==> src/rtl/ps2_pkg.sv <==
// Shared PS/2 keyboard constants and the scan-code prefix state.
package ps2_pkg;

    localparam logic [7:0] SC_BREAK  = 8'hF0;
    localparam logic [7:0] SC_EXT    = 8'hE0;
    localparam logic [7:0] SC_LSHIFT = 8'h12;
    localparam logic [7:0] SC_RSHIFT = 8'h59;
    localparam logic [7:0] SC_CAPS   = 8'h58;

    localparam logic [7:0] ASCII_CR  = 8'h0D;
    localparam logic [7:0] ASCII_BS  = 8'h08;
    localparam logic [7:0] ASCII_SP  = 8'h20;

    typedef enum logic [1:0] {
        ST_IDLE,
        ST_BRK,
        ST_EXT,
        ST_EXT_BRK
    } prefix_state_t;

endpackage

==> src/rtl/ps2_key_decoder_if.sv <==
// Scan-code input and key FIFO read port of the PS/2 key decoder.
interface ps2_key_decoder_if #(
    parameter int unsigned DEPTH = 8
);
    localparam int unsigned AW = $clog2(DEPTH);

    logic          code_tick;
    logic [7:0]    code;
    logic          key_valid;
    logic [7:0]    key_data;
    logic          key_pop;
    logic [AW:0]   count;
    logic          overflow;
    logic          shift_on;
    logic          caps_on;

    modport master (
        output code_tick, code, key_pop,
        input  key_valid, key_data, count, overflow, shift_on, caps_on
    );

    modport slave (
        input  code_tick, code, key_pop,
        output key_valid, key_data, count, overflow, shift_on, caps_on
    );

endinterface

==> src/rtl/ps2_ascii_map.sv <==
// Combinational set-2 make-code to ASCII translation; hit=0 for unmapped codes.
module ps2_ascii_map
    import ps2_pkg::*;
(
    input  logic [7:0] code,
    input  logic       upper,
    output logic [7:0] ascii,
    output logic       hit
);

    always_comb begin
        ascii = 8'h00;
        hit   = 1'b1;
        case (code)
            8'h1C: ascii = 8'h61;  8'h32: ascii = 8'h62;  8'h21: ascii = 8'h63;
            8'h23: ascii = 8'h64;  8'h24: ascii = 8'h65;  8'h2B: ascii = 8'h66;
            8'h34: ascii = 8'h67;  8'h33: ascii = 8'h68;  8'h43: ascii = 8'h69;
            8'h3B: ascii = 8'h6A;  8'h42: ascii = 8'h6B;  8'h4B: ascii = 8'h6C;
            8'h3A: ascii = 8'h6D;  8'h31: ascii = 8'h6E;  8'h44: ascii = 8'h6F;
            8'h4D: ascii = 8'h70;  8'h15: ascii = 8'h71;  8'h2D: ascii = 8'h72;
            8'h1B: ascii = 8'h73;  8'h2C: ascii = 8'h74;  8'h3C: ascii = 8'h75;
            8'h2A: ascii = 8'h76;  8'h1D: ascii = 8'h77;  8'h22: ascii = 8'h78;
            8'h35: ascii = 8'h79;  8'h1A: ascii = 8'h7A;
            8'h45: ascii = 8'h30;  8'h16: ascii = 8'h31;  8'h1E: ascii = 8'h32;
            8'h26: ascii = 8'h33;  8'h25: ascii = 8'h34;  8'h2E: ascii = 8'h35;
            8'h36: ascii = 8'h36;  8'h3D: ascii = 8'h37;  8'h3E: ascii = 8'h38;
            8'h46: ascii = 8'h39;
            8'h29: ascii = ASCII_SP;
            8'h5A: ascii = ASCII_CR;
            8'h66: ascii = ASCII_BS;
            default: hit = 1'b0;
        endcase
        // Only letters take case; digits and controls ignore shift
        if (upper && (ascii >= 8'h61) && (ascii <= 8'h7A)) begin
            ascii = ascii - 8'h20;
        end
    end

endmodule

==> src/rtl/ps2_key_decoder.sv <==
// PS/2 scan-code decoder: prefix FSM, Shift/Caps tracking and a FWFT ASCII key FIFO.
module ps2_key_decoder
    import ps2_pkg::*;
#(
    parameter int unsigned DEPTH = 8
) (
    input  logic             clk,
    input  logic             reset,
    ps2_key_decoder_if.slave bus
);

    localparam int unsigned AW = $clog2(DEPTH);

    prefix_state_t state;
    logic          lshift_q;
    logic          rshift_q;
    logic          caps_q;
    logic          overflow_q;
    logic          key_valid_q;
    logic [AW-1:0] rd_ptr;
    logic [AW-1:0] wr_ptr;
    logic [AW:0]   count_q;
    logic [AW:0]   count_nxt;
    logic [7:0]    mem [DEPTH];

    logic          upper_c;
    logic [7:0]    map_ascii;
    logic          map_hit;
    logic          is_make;
    logic          is_break;
    logic          full;
    logic          pop_ok;
    logic          push;
    logic          push_ok;

    // Case uses the modifier state registered before this tick
    assign upper_c = (lshift_q | rshift_q) ^ caps_q;

    ps2_ascii_map u_map (
        .code  (bus.code),
        .upper (upper_c),
        .ascii (map_ascii),
        .hit   (map_hit)
    );

    assign is_make  = bus.code_tick && (state == ST_IDLE) &&
                      (bus.code != SC_BREAK) && (bus.code != SC_EXT);
    assign is_break = bus.code_tick && (state == ST_BRK);

    assign full      = (count_q == (AW+1)'(DEPTH));
    assign pop_ok    = bus.key_pop && (count_q != '0);
    assign push      = is_make && map_hit;
    // A pop in the same cycle frees the slot, so a push into a full FIFO still lands
    assign push_ok   = push && (!full || pop_ok);
    assign count_nxt = count_q + (AW+1)'(push_ok) - (AW+1)'(pop_ok);

    // Prefix FSM and modifier state
    always_ff @(posedge clk or negedge reset) begin
        if (!reset) begin
            state    <= ST_IDLE;
            lshift_q <= 1'b0;
            rshift_q <= 1'b0;
            caps_q   <= 1'b0;
        end else if (bus.code_tick) begin
            case (state)
                ST_IDLE: begin
                    if (bus.code == SC_BREAK)     state <= ST_BRK;
                    else if (bus.code == SC_EXT)  state <= ST_EXT;
                    else                          state <= ST_IDLE;
                end
                ST_BRK:  state <= ST_IDLE;
                ST_EXT:  state <= (bus.code == SC_BREAK) ? ST_EXT_BRK : ST_IDLE;
                default: state <= ST_IDLE;
            endcase
            if (is_make) begin
                if (bus.code == SC_LSHIFT) lshift_q <= 1'b1;
                if (bus.code == SC_RSHIFT) rshift_q <= 1'b1;
                if (bus.code == SC_CAPS)   caps_q   <= ~caps_q;
            end
            if (is_break) begin
                if (bus.code == SC_LSHIFT) lshift_q <= 1'b0;
                if (bus.code == SC_RSHIFT) rshift_q <= 1'b0;
            end
        end
    end

    // FIFO pointers, occupancy and sticky overflow
    always_ff @(posedge clk or negedge reset) begin
        if (!reset) begin
            rd_ptr      <= '0;
            wr_ptr      <= '0;
            count_q     <= '0;
            key_valid_q <= 1'b0;
            overflow_q  <= 1'b0;
        end else begin
            if (push_ok)        wr_ptr     <= wr_ptr + AW'(1);
            if (pop_ok)         rd_ptr     <= rd_ptr + AW'(1);
            if (push && !push_ok) overflow_q <= 1'b1;
            count_q     <= count_nxt;
            key_valid_q <= (count_nxt != '0);
        end
    end

    always_ff @(posedge clk) begin
        if (push_ok) mem[wr_ptr] <= map_ascii;
    end

    assign bus.key_valid = key_valid_q;
    assign bus.key_data  = key_valid_q ? mem[rd_ptr] : 8'h00;
    assign bus.count     = count_q;
    assign bus.overflow  = overflow_q;
    assign bus.shift_on  = lshift_q | rshift_q;
    assign bus.caps_on   = caps_q;

endmodule

==> src/flat_wrapper.sv <==
// flat-port wrapper written by rule: the top's interface ports become plain ports
module ps2_key_decoder_flat import ps2_pkg::*;
#(
    parameter int unsigned DEPTH = 8
)
  (clk, reset, bus_code_tick, bus_code, bus_key_pop, bus_key_valid, bus_key_data, bus_count, bus_overflow, bus_shift_on, bus_caps_on);
  ps2_key_decoder_if #(.DEPTH(DEPTH)) bus_i ();
  input  logic clk;
  input  logic reset;
  input wire logic [$bits(bus_i.code_tick)-1:0] bus_code_tick;
  input wire logic [$bits(bus_i.code)-1:0] bus_code;
  input wire logic [$bits(bus_i.key_pop)-1:0] bus_key_pop;
  output wire logic [$bits(bus_i.key_valid)-1:0] bus_key_valid;
  output wire logic [$bits(bus_i.key_data)-1:0] bus_key_data;
  output wire logic [$bits(bus_i.count)-1:0] bus_count;
  output wire logic [$bits(bus_i.overflow)-1:0] bus_overflow;
  output wire logic [$bits(bus_i.shift_on)-1:0] bus_shift_on;
  output wire logic [$bits(bus_i.caps_on)-1:0] bus_caps_on;
  assign bus_i.code_tick = bus_code_tick;
  assign bus_i.code = bus_code;
  assign bus_i.key_pop = bus_key_pop;
  assign bus_key_valid = bus_i.key_valid;
  assign bus_key_data = bus_i.key_data;
  assign bus_count = bus_i.count;
  assign bus_overflow = bus_i.overflow;
  assign bus_shift_on = bus_i.shift_on;
  assign bus_caps_on = bus_i.caps_on;
  ps2_key_decoder #(.DEPTH(DEPTH)) u_core (.clk(clk), .reset(reset), .bus(bus_i));
endmodule
==> config.mk <==
export PLATFORM = sky130hd
export DESIGN_NAME = ps2_key_decoder_flat
export DESIGN_NICKNAME = d
export VERILOG_FILES = /design/src/rtl/ps2_pkg.sv /design/src/rtl/ps2_key_decoder_if.sv /design/src/rtl/ps2_ascii_map.sv /design/src/rtl/ps2_key_decoder.sv /design/src/flat_wrapper.sv
export SDC_FILE = /design/constraint.sdc
export NUM_CORES = 1
export LEC_CHECK = 0
export ABC_AREA = 1
export CORE_ASPECT_RATIO = 1.4
export CORE_MARGIN = 5
export CORE_UTILIZATION = 64
export CTS_CLUSTER_SIZE = 28
export DETAILED_ROUTE_END_ITERATION = 10
export GPL_ROUTABILITY_DRIVEN = 0
export PLACE_DENSITY = 0.85
export SYNTH_ARGS = -nofsm -noshare
export SYNTH_HDL_FRONTEND = slang
export SYNTH_SLANG_ARGS = --single-unit
==> constraint.sdc <==
create_clock -name clk -period 7 [get_ports clk]
set_input_delay 1.4 -clock clk [delete_from_list [all_inputs] [get_ports clk]]
set_output_delay 1.4 -clock clk [all_outputs]
set_load 0.02 [all_outputs]
## After elaboration in Yosys (flattened, before gate mapping)

Memory sizes are Yosys's and may differ from the RTL's.
Index checks and enable logic that the tools add are counted.

- Register bits after elaboration: 17
- Memory bits (writable): 64
- Input port bits: 12
- Logic and storage cells: 105
- Memories kept: 1

Memories:

| name | depth | bits a word | rd ports | clocked after Yosys merged registers in | write ports | line | source |
|---|---|---|---|---|---|---|---|
| u_core.mem | 8 | 8 | 1 | 0 | 1 | ps2_key_decoder.sv:24 | `logic [7:0] mem [DEPTH];` |

- $add $sub $neg: 5
- Order comparisons: 2
- Equal/unequal tests: 49
- Mux-type cells: 18
- Bitwise logic cells: 3
- Reductions and logical operators: 18

Operators with widths:

| operator | number |
|---|---|
| case mux 7 bit (39 select lines) | 1 |
| == test 8 x 6 -> 1 bit (second input constant) | 23 |
| == test 8 x 7 -> 1 bit (second input constant) | 11 |
| == test 8 x 5 -> 1 bit (second input constant) | 8 |
| OR reduction 39 bit | 1 |
| == test 8 bit (second input constant) | 2 |
| two-way mux 8 bit | 2 |
| inequality test 8 bit (second input constant) | 2 |
| two-way mux 1 bit | 11 |
| logical AND 1 bit | 10 |
| less-or-equal comparator 8 x 7 -> 1 bit (second input constant) | 1 |
| nonzero test 4 bit | 2 |
| subtractor 8 x 6 -> 8 bit (second input constant) | 1 |
| >= comparator 7 bit (second input constant) | 1 |
| adder 3 x 1 -> 3 bit (second input constant) | 2 |
| two-way mux 2 bit | 3 |
| adder 4 x 1 -> 4 bit | 1 |
| == test 4 bit (second input constant) | 1 |
| case mux 2 bit (2 select lines) | 1 |
| subtractor 4 x 1 -> 4 bit | 1 |
| AND reduction 3 bit | 1 |
| == test 2 x 1 -> 1 bit (second input constant) | 1 |
| == test 2 bit (second input constant) | 1 |
| zero test 1 bit | 2 |
| other kinds (5) | 5 |

## Longest topological paths before layout

- Word-level depth: 9
- Gate-level depth with buffers: 18

## Cells and area by module

From an unflattened synthesis, not the netlist that was laid out.

- Cell total of the unflattened synthesis: 489
- Area total of the unflattened synthesis: 4359.2 µm²

By module, submodules not included:

| module | times used | cells an instance | area each (µm²) | sequential area each (µm²) |
|---|---|---|---|---|
| ps2_key_decoder | 1 | 326 | 3603.5 | 2347.3 |
| ps2_ascii_map | 1 | 163 | 755.7 | 0.0 |

## Worst setup path before layout

No wires, ideal clock.

- Path kind: in2reg
- Start point: input bus_code[2]
- End point: register u_core.key_valid_q (netlist: u_core.bus.key_valid)
- Library setup time: 139 ps
- Arrival: 3582 ps
- Path slack: 3279 ps
- Cell stages on the path: 16
- Buffers on the path: 0
- Path through: inv_1 -> nand2_1 -> nor2_1 -> nand2_1 -> nand3_2 -> nor2_2 -> nand3_2 -> inv_2 -> nand2_4 -> nand3_4 -> inv_1 -> ha_1 -> inv_1 -> fa_1 -> inv_1 -> or4_1

- Word-level cells in the longest chain between the ends: 8
- Elaborated cells on any way between the ends: 50
- Classes of those cells: add/sub (2); eq/ne (41); mux (1); reduce/logical (6)

Ends and longest elaborated chain:

| element | line | source |
|---|---|---|
| start, declared | flat_wrapper.sv:11 | `input wire logic [$bits(bus_i.code)-1:0] bus_code;` |
| == test 8 x 7 -> 1 bit (tied with other cells) | ps2_ascii_map.sv:14 | `case (code)` |
| OR reduction 39 bit (no source line) or logical AND 1 bit (tied branches) | -- |  |
| two-way mux 1 bit or logical AND 1 bit (tied branches) | ps2_ascii_map.sv:14, ps2_key_decoder.sv:47 |  |
| logical AND 1 bit * | ps2_key_decoder.sv:52 | `assign push = is_make && map_hit;` |
| logical AND 1 bit * | ps2_key_decoder.sv:54 | `assign push_ok = push && (!full \|\| pop_ok);` |
| named net u_core.push_ok | ps2_key_decoder.sv:34 | `logic push_ok;` |
| adder 4 x 1 -> 4 bit * | ps2_key_decoder.sv:55 | `assign count_nxt = count_q + (AW+1)'(push_ok) - (AW+1)'(pop_ok);` |
| subtractor 4 x 1 -> 4 bit * | ps2_key_decoder.sv:55 |  |
| named net u_core.count_nxt[1] | ps2_key_decoder.sv:23 | `logic [AW:0] count_nxt;` |
| nonzero test 4 bit * | ps2_key_decoder.sv:100 | `key_valid_q <= (count_nxt != '0);` |
| end signal, assigned | ps2_key_decoder.sv:100 |  |
| end, declared | ps2_key_decoder.sv:19 | `logic key_valid_q;` |

The timed path passes the listed nets; every way through them passes the cells marked *.
A chain may end at the register's enable or synchronous reset.

## Final worst setup path

- Start point: register u_core.rd_ptr[0]
- End point: output bus_key_data[3]

- Word-level cells in the longest chain between the ends: 2

Ends and longest elaborated chain:

| element | line | source |
|---|---|---|
| start, declared | ps2_key_decoder.sv:20 | `logic [AW-1:0] rd_ptr;` |
| start signal, assigned | ps2_key_decoder.sv:97 | `if (pop_ok) rd_ptr <= rd_ptr + AW'(1);` |
| memory read (8 x 8 bit) | -- |  |
| two-way mux 8 bit | ps2_key_decoder.sv:109 | `assign bus.key_data = key_valid_q ? mem[rd_ptr] : 8'h00;` |
| end, declared | flat_wrapper.sv:14 | `output wire logic [$bits(bus_i.key_data)-1:0] bus_key_data;` |

Every way passes these cells.

==> flow_summary.yaml <==
routing:
  drt_iter0_drc: 310
  drt-total-wl_um: 9390
  vias_per_cell: 5.78
  wire_per_inst_um: 15.8
  vias: 3428
  ant_nets: 0
  drc: 0
  drt_first_pass_iters: 5
setup_path:
  regToRegSetupSlack_ps: 4280
  timing.rr.start: "u_core.bus.count[2]$_DFF_PN0_"
  cp-end-kind: "output pin"
  reg2reg_depth: 12
  required_ps: 5600
  cp-start-kind: "flip-flop"
  critPathArrivalTime_ps: 3070
  r2r_end: "u_core.bus.key_valid$_DFF_PN0_"
  critPathKind: "flip-flop to output pin"
  path_max_fanout: 34
synthesis:
  netlist-cell-type-count: 33
  synth_seq_area_share: 0.547
  synth_area_leaders: "edfxtp_1 45%, dfrtp_1 9.9%, nor2_1 9.2%"
  netlist_area_um2: 4290
  ys_async_sr_fraction: 0.210
  yosys.area.top_type: "edfxtp_1"
  syn_nets: 501
  synth_flop_cell: "edfxtp_1"
  syn_avg_cell_area_um2: 8.97
  synth_common_cells: "105 x nor2_1, 84 x nand2_1, 64 x edfxtp_1"
  synth_edf_count: 64
  synth_cells: 478
  synth_most_common_cell: "nor2_1"
  synth_seq_cells: 81
  synth_warnings: 0
  synth_top_area_frac: 0.448
timing:
  period_share: 0.638
  final_max_slew_viol_count: 0
  rsz0062_at_grt: "no"
  fmaxAchievable_mhz: 224
  timing.setup.tns_ps: 0
  worstMarginPinSlew_ps: 947
  hold_viol_final: 0
  fin_worst_skew_ps: 9.99
  worst_slack_ps: 2530
  holdWs_ps: 493
  relSlewSlack: 0.368
  period_needed_ps: 4470
  setup_viol: 0
pwr:
  p_leak_nw: 2.08
  ir_drop_mv: 0.244
  power_per_cell_area_nw_per_um2: 326
final_layout:
  layout-drive-gt1-share: 0.108
  n_antenna_cell: 0
  finalNetCount: 537
  fill_cells: 462
  area_growth_pct: 13.5
  fin_area_um2: 4870
  postLayoutCoreUtil: 0.741
global_route:
  grt_pass1_vias: 3346
  grt_max_degree: 35
  overflow: 0
  antenna_found_initial: 0
  grtUsageTotal: 0.238
  grt_pass1_wl_um: 15400
clock_network:
  cts_inserted_buffers: 9
  cts_root_buffer: "clkbuf_8"
  postCtsResizedCells: 0
  cts_tree: "yes"
  clkSlewWorstSetupHoldPaths_ps: 80
  postCtsSetupBuffers: 0
  numClockSinks: 81
  cts_hold_buffers: 0
  cts_max_path_buffers: 2
  cts_htree_levels: 3
  clock_latency_ps: 340
worst_hold_path:
  hold_class: "flip-flop to flip-flop"
  worstHoldStart: "u_core.bus.overflow$_DFFE_PN0P_"
  holdPathEnd: "u_core.bus.overflow$_DFFE_PN0P_"
  min_path_cells: 1
placed_design:
  preCtsSetupSlack_ps: 2340
  hpwl_um: 6590
  placed_area_um2: 4670
  io_buffer_count: 27
die:
  dieHeight_um: 107
  dieArea_um2: 8460
  core_area_um2: 6570
  initial_utilization: 0.653
  num_rows: 35
  ios: 28
  fp.dieW_um: 79.2
flow_run:
  drv_cap: 0
outcome:
  outcome: "complete, no violations"
==> routing by layer <==
metal  share of wire  routed length (um)  vias to the layer above  GRT usage
met5               0                   0                        -          0
met4           0.027                 255                        0     0.0971
met3           0.047                 437                       22     0.0521
met2            0.53                4980                      121      0.421
met1            0.40                3710                     1604      0.277
li1                -                   -                     1681          -
==> how the worst max path moves through the flow <==
stage	from	to	slack, ps	depth (start not counted)
global route	u_core.rd_ptr[0]$_DFFE_PN0P_	bus_key_data[3]	2270	7
global placement	bus_code[0]	u_core.bus.key_valid$_DFF_PN0_	2420	18
CTS	u_core.rd_ptr[0]$_DFFE_PN0P_	bus_key_data[7]	2530	7
floorplan	bus_code[2]	u_core.bus.key_valid$_DFF_PN0_	3280	16
detailed placement	bus_code[0]	u_core.bus.key_valid$_DFF_PN0_	2340	18
finish	u_core.rd_ptr[0]$_DFFE_PN0P_	bus_key_data[3]	2530	7
==> area by class of cell <==
type / count / area, um^2 / share of cell area
Clock inverter: 6 / 67.6 / 0.0139
Multi-Input combinational cell: 343 / 1740 / 0.357
Timing Repair Buffer: 35 / 330 / 0.0679
Clock buffer: 10 / 128 / 0.0262
Tap cell: 74 / 92.6 / 0.0190
Inverter: 44 / 165 / 0.0339
Sequential cell: 81 / 2350 / 0.482
==> per-stage QoR <==
stage               instances  total power, mW
finish                    593             1.59
global route              593             1.69
CTS                       593             1.59
detailed placement        577             1.26
global placement          577             1.24
floorplan                 478             1.02
==> placed cells by master (no fill, tap or decap), drive strengths merged, types with 3 or more instances in the layout <==
master,Yosys,layout
a31oi,9,9
xor2,4,4
o22ai,8,8
nand2,96,96
a21oi,6,6
nor3,12,12
edfxtp,64,64
clkdlybuf4s50,0,27
nor2,113,113
ha,10,10
inv,44,45
nand4,6,6
dfrtp,17,17
xnor2,3,3
o21ai,48,48
nand3,19,19
clkbuf,9,10
buf,1,8
==> kinds of logic after synthesis <==
group,count (synthesis),synth area share
simple gates,251,0.262
flops,81,0.547
compound gates,74,0.0934
buf+inv,54,0.0490
fa+ha+maj,11,0.0338
xor+xnor,7,0.0143
==> power breakdown <==
part / internal, mW / switching (mW) / leakage, nW
clock: 0.166 / 0.164 / 0.0929
combinational: 0.253 / 0.392 / 1.19
sequential: 0.562 / 0.0483 / 0.801
total: 0.981 / 0.605 / 2.08
==> worst max-delay path: stages, from the launching register on <==
cell	delay (ps)
dfrtp_1	370
buf_4	240
inv_1	740
o21ai_0	220
o22ai_1	180
o21ai_0	100
a31oi_1	210
clkdlybuf4s50_1	640
==> state kept, by name, summed over array words and instances, names as in the netlist <==
| register | count |
|---|---|
| u_core.bus.caps_on | 1 |
| u_core.bus.count | 4 |
| u_core.mem | 64 |
| u_core.rd_ptr | 3 |
| u_core.bus.key_valid | 1 |
| u_core.rshift_q | 1 |
| u_core.wr_ptr | 3 |
| u_core.state | 2 |
| u_core.lshift_q | 1 |
| u_core.bus.overflow | 1 |
Power figures use the tool's default switching activity.
